**config.mk**
```make
export PLATFORM = sky130hd
export DESIGN_NAME = sifre_cozme_birimi
export DESIGN_NICKNAME = d
export VERILOG_FILES = /design/src/rtl/sifre_cozme_birimi.sv
export SDC_FILE = /design/constraint.sdc
export NUM_CORES = 1
export LEC_CHECK = 0
export ABC_AREA = 1
export BUFFER_PORTS_ARGS = -buffer_cell sky130_fd_sc_hd__buf_2
export CELL_PAD_IN_SITES_DETAIL_PLACEMENT = 2
export CELL_PAD_IN_SITES_GLOBAL_PLACEMENT = 2
export CORE_MARGIN = 2
export CORE_UTILIZATION = 35
export CTS_CLUSTER_DIAMETER = 120
export CTS_CLUSTER_SIZE = 25
export DETAILED_ROUTE_END_ITERATION = 8
export PLACE_DENSITY = 0.92
export RECOVER_POWER = 25
export SETUP_SLACK_MARGIN = 0.1
export SLEW_MARGIN = 15
export SYNTH_ARGS = -nofsm -noshare
export SYNTH_HDL_FRONTEND = slang
export SYNTH_SLANG_ARGS = --single-unit
export TNS_END_PERCENT = 1
```
**constraint.sdc**
```tcl
create_clock -name clk_i -period 5.81 [get_ports clk_i]
set_input_delay 0.2905 -clock clk_i [delete_from_list [all_inputs] [get_ports clk_i]]
set_output_delay 0.2905 -clock clk_i [all_outputs]
set_load 0.05 [all_outputs]
```
**src/rtl/sifre_cozme_birimi.sv**
```systemverilog
// sifre_cozme_birimi
// Multi-cycle decode unit that undoes the reversible operations of
// sifreleme_birimi: bit reversal, un-packing of a PKG word, and the inverse of
// shift-left-add ((deger1 - deger2) >> 1).
// Serial operations are processed ADIM_GENISLIGI bits per cycle, so a serial
// operation takes L = 32/ADIM_GENISLIGI cycles. Direct operations finish on
// the acceptance edge.
// Requests and results both use valid/ready handshakes. Every output is driven
// straight from a flop.
// Optional feature: define COZME_HATA_DENETIM_EN to enable the hata_o error
// flag. When it is not defined, hata_o is tied low and the error logic is
// removed.

module sifre_cozme_birimi #(
    parameter int ADIM_GENISLIGI = 4   // legal values: 1, 2, 4, 8, 16, 32
) (
    input  logic        clk_i,
    input  logic        rst_i,
    input  logic        istek_gecerli_i,
    output logic        istek_hazir_o,
    input  logic [2:0]  kontrol_i,
    input  logic [31:0] deger1_i,
    input  logic [31:0] deger2_i,
    output logic        sonuc_gecerli_o,
    input  logic        sonuc_hazir_i,
    output logic [31:0] sonuc_o,
    output logic        hata_o
);

    // Number of ISLE cycles needed for one serial operation.
    localparam int L       = 32 / ADIM_GENISLIGI;
    localparam int SAYAC_W = 6;
    localparam logic [SAYAC_W-1:0] SON_SAYAC = SAYAC_W'(L - 1);

    // Operation codes. These are shared with the encoder side.
    localparam logic [2:0] COZME_RVRS      = 3'd0;
    localparam logic [2:0] COZME_UNPKG_ALT = 3'd1;
    localparam logic [2:0] COZME_UNPKG_UST = 3'd2;
    localparam logic [2:0] COZME_SLSUB     = 3'd3;

    typedef enum logic [1:0] {
        BOS   = 2'd0,   // idle, waiting for a request
        ISLE  = 2'd1,   // serial datapath is running
        SONUC = 2'd2    // result is presented, waiting for the consumer
    } durum_t;

    durum_t r_durum;
    durum_t w_sonraki_durum;

    // Operands and code latched when a request is accepted
    logic [2:0]  r_kontrol;
    logic [31:0] r_deger1;
    logic [31:0] r_deger2;

    // Serial datapath state
    logic [31:0]        r_calisma;    // partial result assembled chunk by chunk
    logic [SAYAC_W-1:0] r_sayac;      // index of the chunk handled this cycle
    logic               r_borc;       // borrow carried between SLSUB chunks

    // Registered outputs
    logic [31:0] r_sonuc;
    logic        r_istek_hazir;
    logic        r_sonuc_gecerli;

    // Combinational helpers
    logic                      w_kabul;
    logic                      w_seri_kod;
    logic                      w_son_parca;
    logic [4:0]                w_kaynak_idx;
    logic [4:0]                w_hedef_idx;
    logic [ADIM_GENISLIGI-1:0] w_a_parca;
    logic [ADIM_GENISLIGI-1:0] w_b_parca;
    logic [ADIM_GENISLIGI-1:0] w_ters_parca;
    logic [ADIM_GENISLIGI:0]   w_fark;
    logic [31:0]               w_sonraki_calisma;
    logic [31:0]               w_seri_sonuc;
    logic [31:0]               w_direkt_sonuc;

    // A request is taken only in BOS. Requests that arrive in any other state
    // are ignored, because there is no queue.
    assign w_kabul     = istek_gecerli_i && (r_durum == BOS);
    assign w_seri_kod  = (kontrol_i == COZME_RVRS) || (kontrol_i == COZME_SLSUB);
    assign w_son_parca = (r_sayac == SON_SAYAC);

    // Next-state logic for the BOS -> ISLE/SONUC -> BOS handshake sequence
    always_comb begin
        // NOTE: assign a default first so that every path drives the signal;
        // a path that left it unassigned would infer a latch.
        w_sonraki_durum = r_durum;
        case (r_durum)
            BOS: begin
                if (istek_gecerli_i) begin
                    w_sonraki_durum = w_seri_kod ? ISLE : SONUC;
                end
            end
            ISLE: begin
                if (w_son_parca) begin
                    w_sonraki_durum = SONUC;
                end
            end
            SONUC: begin
                if (sonuc_hazir_i) begin
                    w_sonraki_durum = BOS;
                end
            end
            default: w_sonraki_durum = BOS;
        endcase
    end

    // State register. A synchronous reset aborts any operation in flight.
    always_ff @(posedge clk_i) begin
        // NOTE: sequential state is always written with non-blocking '<=' so
        // that every flop samples values from before the edge, whatever the
        // statement order.
        if (rst_i) begin
            r_durum <= BOS;
        end else begin
            r_durum <= w_sonraki_durum;
        end
    end

    // Handshake flags are registered from the next state, so they never
    // depend combinationally on the inputs.
    always_ff @(posedge clk_i) begin
        if (rst_i) begin
            r_istek_hazir   <= 1'b1;
            r_sonuc_gecerli <= 1'b0;
        end else begin
            r_istek_hazir   <= (w_sonraki_durum == BOS);
            r_sonuc_gecerli <= (w_sonraki_durum == SONUC);
        end
    end

    // Capture the operands and code on acceptance; build the partial result
    // while in ISLE.
    always_ff @(posedge clk_i) begin
        // NOTE: these pure data registers have no reset. Each one is written
        // before it is read on every path, so clearing them would cost reset
        // routing and buy nothing.
        if (w_kabul) begin
            r_kontrol <= kontrol_i;
            r_deger1  <= deger1_i;
            r_deger2  <= deger2_i;
        end
        if (r_durum == ISLE) begin
            r_calisma <= w_sonraki_calisma;
        end
    end

    // Chunk counter and borrow: both are cleared on acceptance and advanced
    // on each ISLE edge.
    always_ff @(posedge clk_i) begin
        if (rst_i) begin
            r_sayac <= '0;
            r_borc  <= 1'b0;
        end else if (w_kabul) begin
            r_sayac <= '0;
            r_borc  <= 1'b0;
        end else if (r_durum == ISLE) begin
            r_sayac <= r_sayac + SAYAC_W'(1);
            r_borc  <= w_fark[ADIM_GENISLIGI];
        end
    end

    // Chunk k of the operands is read from bit k*W upward. For RVRS, that
    // chunk lands at the mirrored position 32-(k+1)*W.
    always_comb begin
        w_kaynak_idx = 5'(int'(r_sayac) * ADIM_GENISLIGI);
        w_hedef_idx  = 5'(32 - (int'(r_sayac) + 1) * ADIM_GENISLIGI);
        w_a_parca    = r_deger1[w_kaynak_idx +: ADIM_GENISLIGI];
        w_b_parca    = r_deger2[w_kaynak_idx +: ADIM_GENISLIGI];
    end

    // Reverse the bit order inside one chunk. The mirrored placement above
    // then completes the full 32-bit reversal.
    always_comb begin
        w_ters_parca = '0;
        for (int i = 0; i < ADIM_GENISLIGI; i++) begin
            w_ters_parca[i] = w_a_parca[ADIM_GENISLIGI-1-i];
        end
    end

    // Ripple-borrow subtraction of one chunk. The top bit of w_fark is the
    // borrow out, because a negative (W+1)-bit difference sets its MSB.
    always_comb begin
        w_fark = {1'b0, w_a_parca} - {1'b0, w_b_parca}
               - {{ADIM_GENISLIGI{1'b0}}, r_borc};
    end

    // Merge this cycle's chunk into the partial result. On the last chunk,
    // also form the final value: SLSUB applies its >>1 here, as the result
    // is loaded into the output register.
    always_comb begin
        w_sonraki_calisma = r_calisma;
        if (r_kontrol == COZME_RVRS) begin
            w_sonraki_calisma[w_hedef_idx +: ADIM_GENISLIGI] = w_ters_parca;
        end else begin
            w_sonraki_calisma[w_kaynak_idx +: ADIM_GENISLIGI] = w_fark[ADIM_GENISLIGI-1:0];
        end
        if (r_kontrol == COZME_SLSUB) begin
            w_seri_sonuc = {1'b0, w_sonraki_calisma[31:1]};
        end else begin
            w_seri_sonuc = w_sonraki_calisma;
        end
    end

    // Direct operations are taken straight from the request operands. Illegal
    // codes decode to zero.
    always_comb begin
        case (kontrol_i)
            COZME_UNPKG_ALT: w_direkt_sonuc = {16'h0000, deger1_i[15:0]};
            COZME_UNPKG_UST: w_direkt_sonuc = {16'h0000, deger1_i[31:16]};
            default:         w_direkt_sonuc = 32'h0000_0000;
        endcase
    end

    // The result register changes only when an operation completes, so the
    // last result stays visible after its handshake.
    always_ff @(posedge clk_i) begin
        if (rst_i) begin
            r_sonuc <= 32'h0000_0000;
        end else if (w_kabul && !w_seri_kod) begin
            r_sonuc <= w_direkt_sonuc;
        end else if ((r_durum == ISLE) && w_son_parca) begin
            r_sonuc <= w_seri_sonuc;
        end
    end

`ifdef COZME_HATA_DENETIM_EN
    logic r_hata;
    logic w_direkt_hata;
    logic w_seri_hata;

    // An illegal code sets bit 2. For SLSUB, an odd difference or a final
    // borrow means the operands were not a valid shift-left-add output.
    assign w_direkt_hata = kontrol_i[2];
    assign w_seri_hata   = (r_kontrol == COZME_SLSUB)
                         && (w_sonraki_calisma[0] || w_fark[ADIM_GENISLIGI]);

    // The error flag is updated together with the result register.
    always_ff @(posedge clk_i) begin
        if (rst_i) begin
            r_hata <= 1'b0;
        end else if (w_kabul && !w_seri_kod) begin
            r_hata <= w_direkt_hata;
        end else if ((r_durum == ISLE) && w_son_parca) begin
            r_hata <= w_seri_hata;
        end
    end

    assign hata_o = r_hata;
`else
    assign hata_o = 1'b0;
`endif

    assign istek_hazir_o   = r_istek_hazir;
    assign sonuc_gecerli_o = r_sonuc_gecerli;
    assign sonuc_o         = r_sonuc;

endmodule

```
==> results.cfg <==
[sta]
rsz0062_at_grt = no
slew_headroom_pct = 34.42
setup_viol = 0
worst_hold_slack_ns = 0.02194
finClkSkew_ns = 0.02446
tns_ns = 0
worstMarginPinSlew_ns = 0.9838
timing.final.crit_period_ns = 4.182
fin_crit_sh_pct = 71.97
clock.fmax_mhz = 239.1
hold_viol_final = 0
slew_viol_final = 0

[layout]
final_nets = 1084
final_area_um2 = 8853
final_cell_mix = nand2_1, edfxtp_1, inv_1
area_growth_pct = 17.33
finalNonFillerCells = 1285
drive_above_1_share_pct = 14.75
layout_commonest_cell = nand2_1
antenna_cells = 0

[setup_path]
slowest_stage = fa_1
critPathRequiredTime_ns = 6.20
path_cells = buf_4 > inv_1 > o21ai_0 > o221ai_1 > o21ai_0 > fa_1 > fa_1 > nor2_1 > inv_1 > nand2_1 > nand2_1 > nor2_1 > a21oi_1 > a22oi_2 > nand2_1 > nand4_1 > nand2_1 > inv_1
endpoint_kind = flop
path_max_fanout = 16
max_stage_delay_ns = 0.48
cp-start-kind = flop
path_class = flop to flop
reg2reg_depth = 18
critPathArrivalTime_ns = 4.57
cp_common_cell = nand2_1

[pwr]
p_per_area_nw_per_um2 = 313.3
power.total_uw = 2774
leakagePower_uw = 0.003717
ir_drop_mv = 0.2216

[yosys]
synth_nets = 987
syn_avg_cell_area_um2 = 8.384
yosysTopAreaCell = edfxtp_1
ys_warn_count = 0
synth.distinct_cells = 45
synth_top_area_share_pct = 39.40
netlist_area_um2 = 7546
ys_seq_area_share_pct = 50.80
synthCells = 900
synth_area_leaders = edfxtp_1, dfxtp_1, nand2_1, nand3_1, inv_1
ys_ff_latch = 142

[clocking]
cts_root_buf = clkbuf_16
clock_latency_ns = 0.45
clk_path_buf_depth = 2
numCtsBuffers = 17
htree_num_levels = 4
clk_pin_slew_worst_paths_ns = 0.07
postCtsSetupBuffers = 0
cts-resized-gates = 0
cts_sinks = 142
cts_hold_buf = 0
cts_tree = yes

[routing]
wl_mm = 34.31
post-route-drc-count = 0
vias = 7445
drt_first_pass_iters = 6
wire_per_inst_um = 26.70
final_antenna_net_count = 0
drt_iter0_drc = 551
viasPerCell = 5.794

[placed_design]
dp_hpwl_mm = 22.63
port_buffers = 104
place.gp.congestion = 0.8949
dpl.cell_count = 1253
dpl_cell_area_um2 = 8302

[floorplanning]
rows = 53
dieArea_um2 = 22750
fp.dieW_um = 150.8
io_pins = 106
core_um2 = 21090
start_util_pct = 35.78
die_h_um = 150.8

[run]
drv_cap = 0

[hold_path]
min_path_type = input port to flop
hold_depth = 1

[grt]
grt_usage_pct = 31.08
grt_antenna_before_repair = 0
grt_max_degree = 71
grt_pass1_wl_mm = 51.76
grt_pass1_vias = 8293
overflow = 0

[outcome]
status = finished, final reports clean
[critical path: cells and delay by family (launching register included)]
family / cells / cell delay, ns
flops: 1 / 0.46
simple gates: 7 / 0.97
compound gates: 5 / 0.99
buf+inv: 4 / 0.80
fa+ha+maj: 2 / 0.90
[layer usage]
layer | wire (µm) | vias up | global-route usage (%)
met2 | 16870 | 339 | 52.84
met1 | 13600 | 3766 | 37.47
met5 | 0 | - | 0
li1 | - | 3226 | -
met3 | 2207 | 114 | 6.476
met4 | 1628 | 0 | 15.28
[through the flow]
step	setup slack, ns	util, %
after global placement	2.198	39.37
after CTS	1.709	42.22
after global routing	1.392	41.98
after floorplan	1.292	-
final	1.628	41.98
after detailed placement	1.802	39.37
[report_power, final]
part,leakage [µW],total [µW],internal (µW),switching [µW]
logic,0.00214,413,103,310
registers,0.00128,1190,1150,31.2
clock network,0.000295,1180,652,524
[state kept, by name, indices dropped and copies added (netlist names)]
signal           count
r_kontrol            3
r_deger1            32
r_durum              2
r_deger2            32
istek_hazir_o        1
sonuc_gecerli_o      1
r_calisma           32
r_sayac              6
sonuc_o             32
r_borc               1
[worst paths after layout]
check                              to  slack (ns)                     start
max           sonuc_o[9]$_SDFFE_PP0P_        1.63   r_sayac[1]$_SDFFE_PP0P_
min            r_deger2[19]$_DFFE_PP_        0.02              deger2_i[19]
max reg2reg   sonuc_o[9]$_SDFFE_PP0P_        1.63   r_sayac[1]$_SDFFE_PP0P_
min reg2reg  sonuc_o[31]$_SDFFE_PP0P_        0.48  sonuc_o[31]$_SDFFE_PP0P_
[cells in the mapped netlist (all sizes together)]
| master | n |
|---|---|
| a211oi | 1 |
| a21boi | 6 |
| a21oi | 68 |
| a22o | 4 |
| a22oi | 10 |
| a31oi | 6 |
| and2 | 3 |
| buf | 21 |
| clkbuf | 15 |
| clkinv | 2 |
| conb | 1 |
| dfxtp | 43 |
| edfxtp | 99 |
| fa | 2 |
| ha | 14 |
| inv | 107 |
| nand2 | 206 |
| nand3 | 88 |
| nand4 | 6 |
| nor2 | 94 |
| nor3 | 6 |
| nor4 | 1 |
| o2111ai | 1 |
| o211ai | 11 |
| o21ai | 64 |
| o21bai | 4 |
| o221ai | 4 |
| o22ai | 4 |
| o31ai | 1 |
| o32ai | 1 |
| or2 | 5 |
| xnor2 | 1 |
| xor2 | 1 |
[cell type report]
class / count / area (µm²)
tap: 275 / 344.1
multi-input combinational: 613 / 3122
inverter: 109 / 409.1
fill: 2396 / 12230
clock buffer: 18 / 429.2
timing repair buffer: 114 / 543.0
clock inverter: 14 / 172.7
sequential: 142 / 3834
[cells by family (layout without fill, tap and decap cells)]
family / after synthesis / count (layout) / synth area share [%]
adders and majority gates: 16 / 16 / 2.852
DFF: 142 / 142 / 50.80
buffers and inverters: 145 / 255 / 7.959
AOI/OAI and AO/OA: 185 / 185 / 15.01
other: 1 / 1 / 0.04970
xor gates and xnor gates: 2 / 2 / 0.2322
and+or+nand+nor: 409 / 409 / 23.10
(Power assumes the default switching activity.)
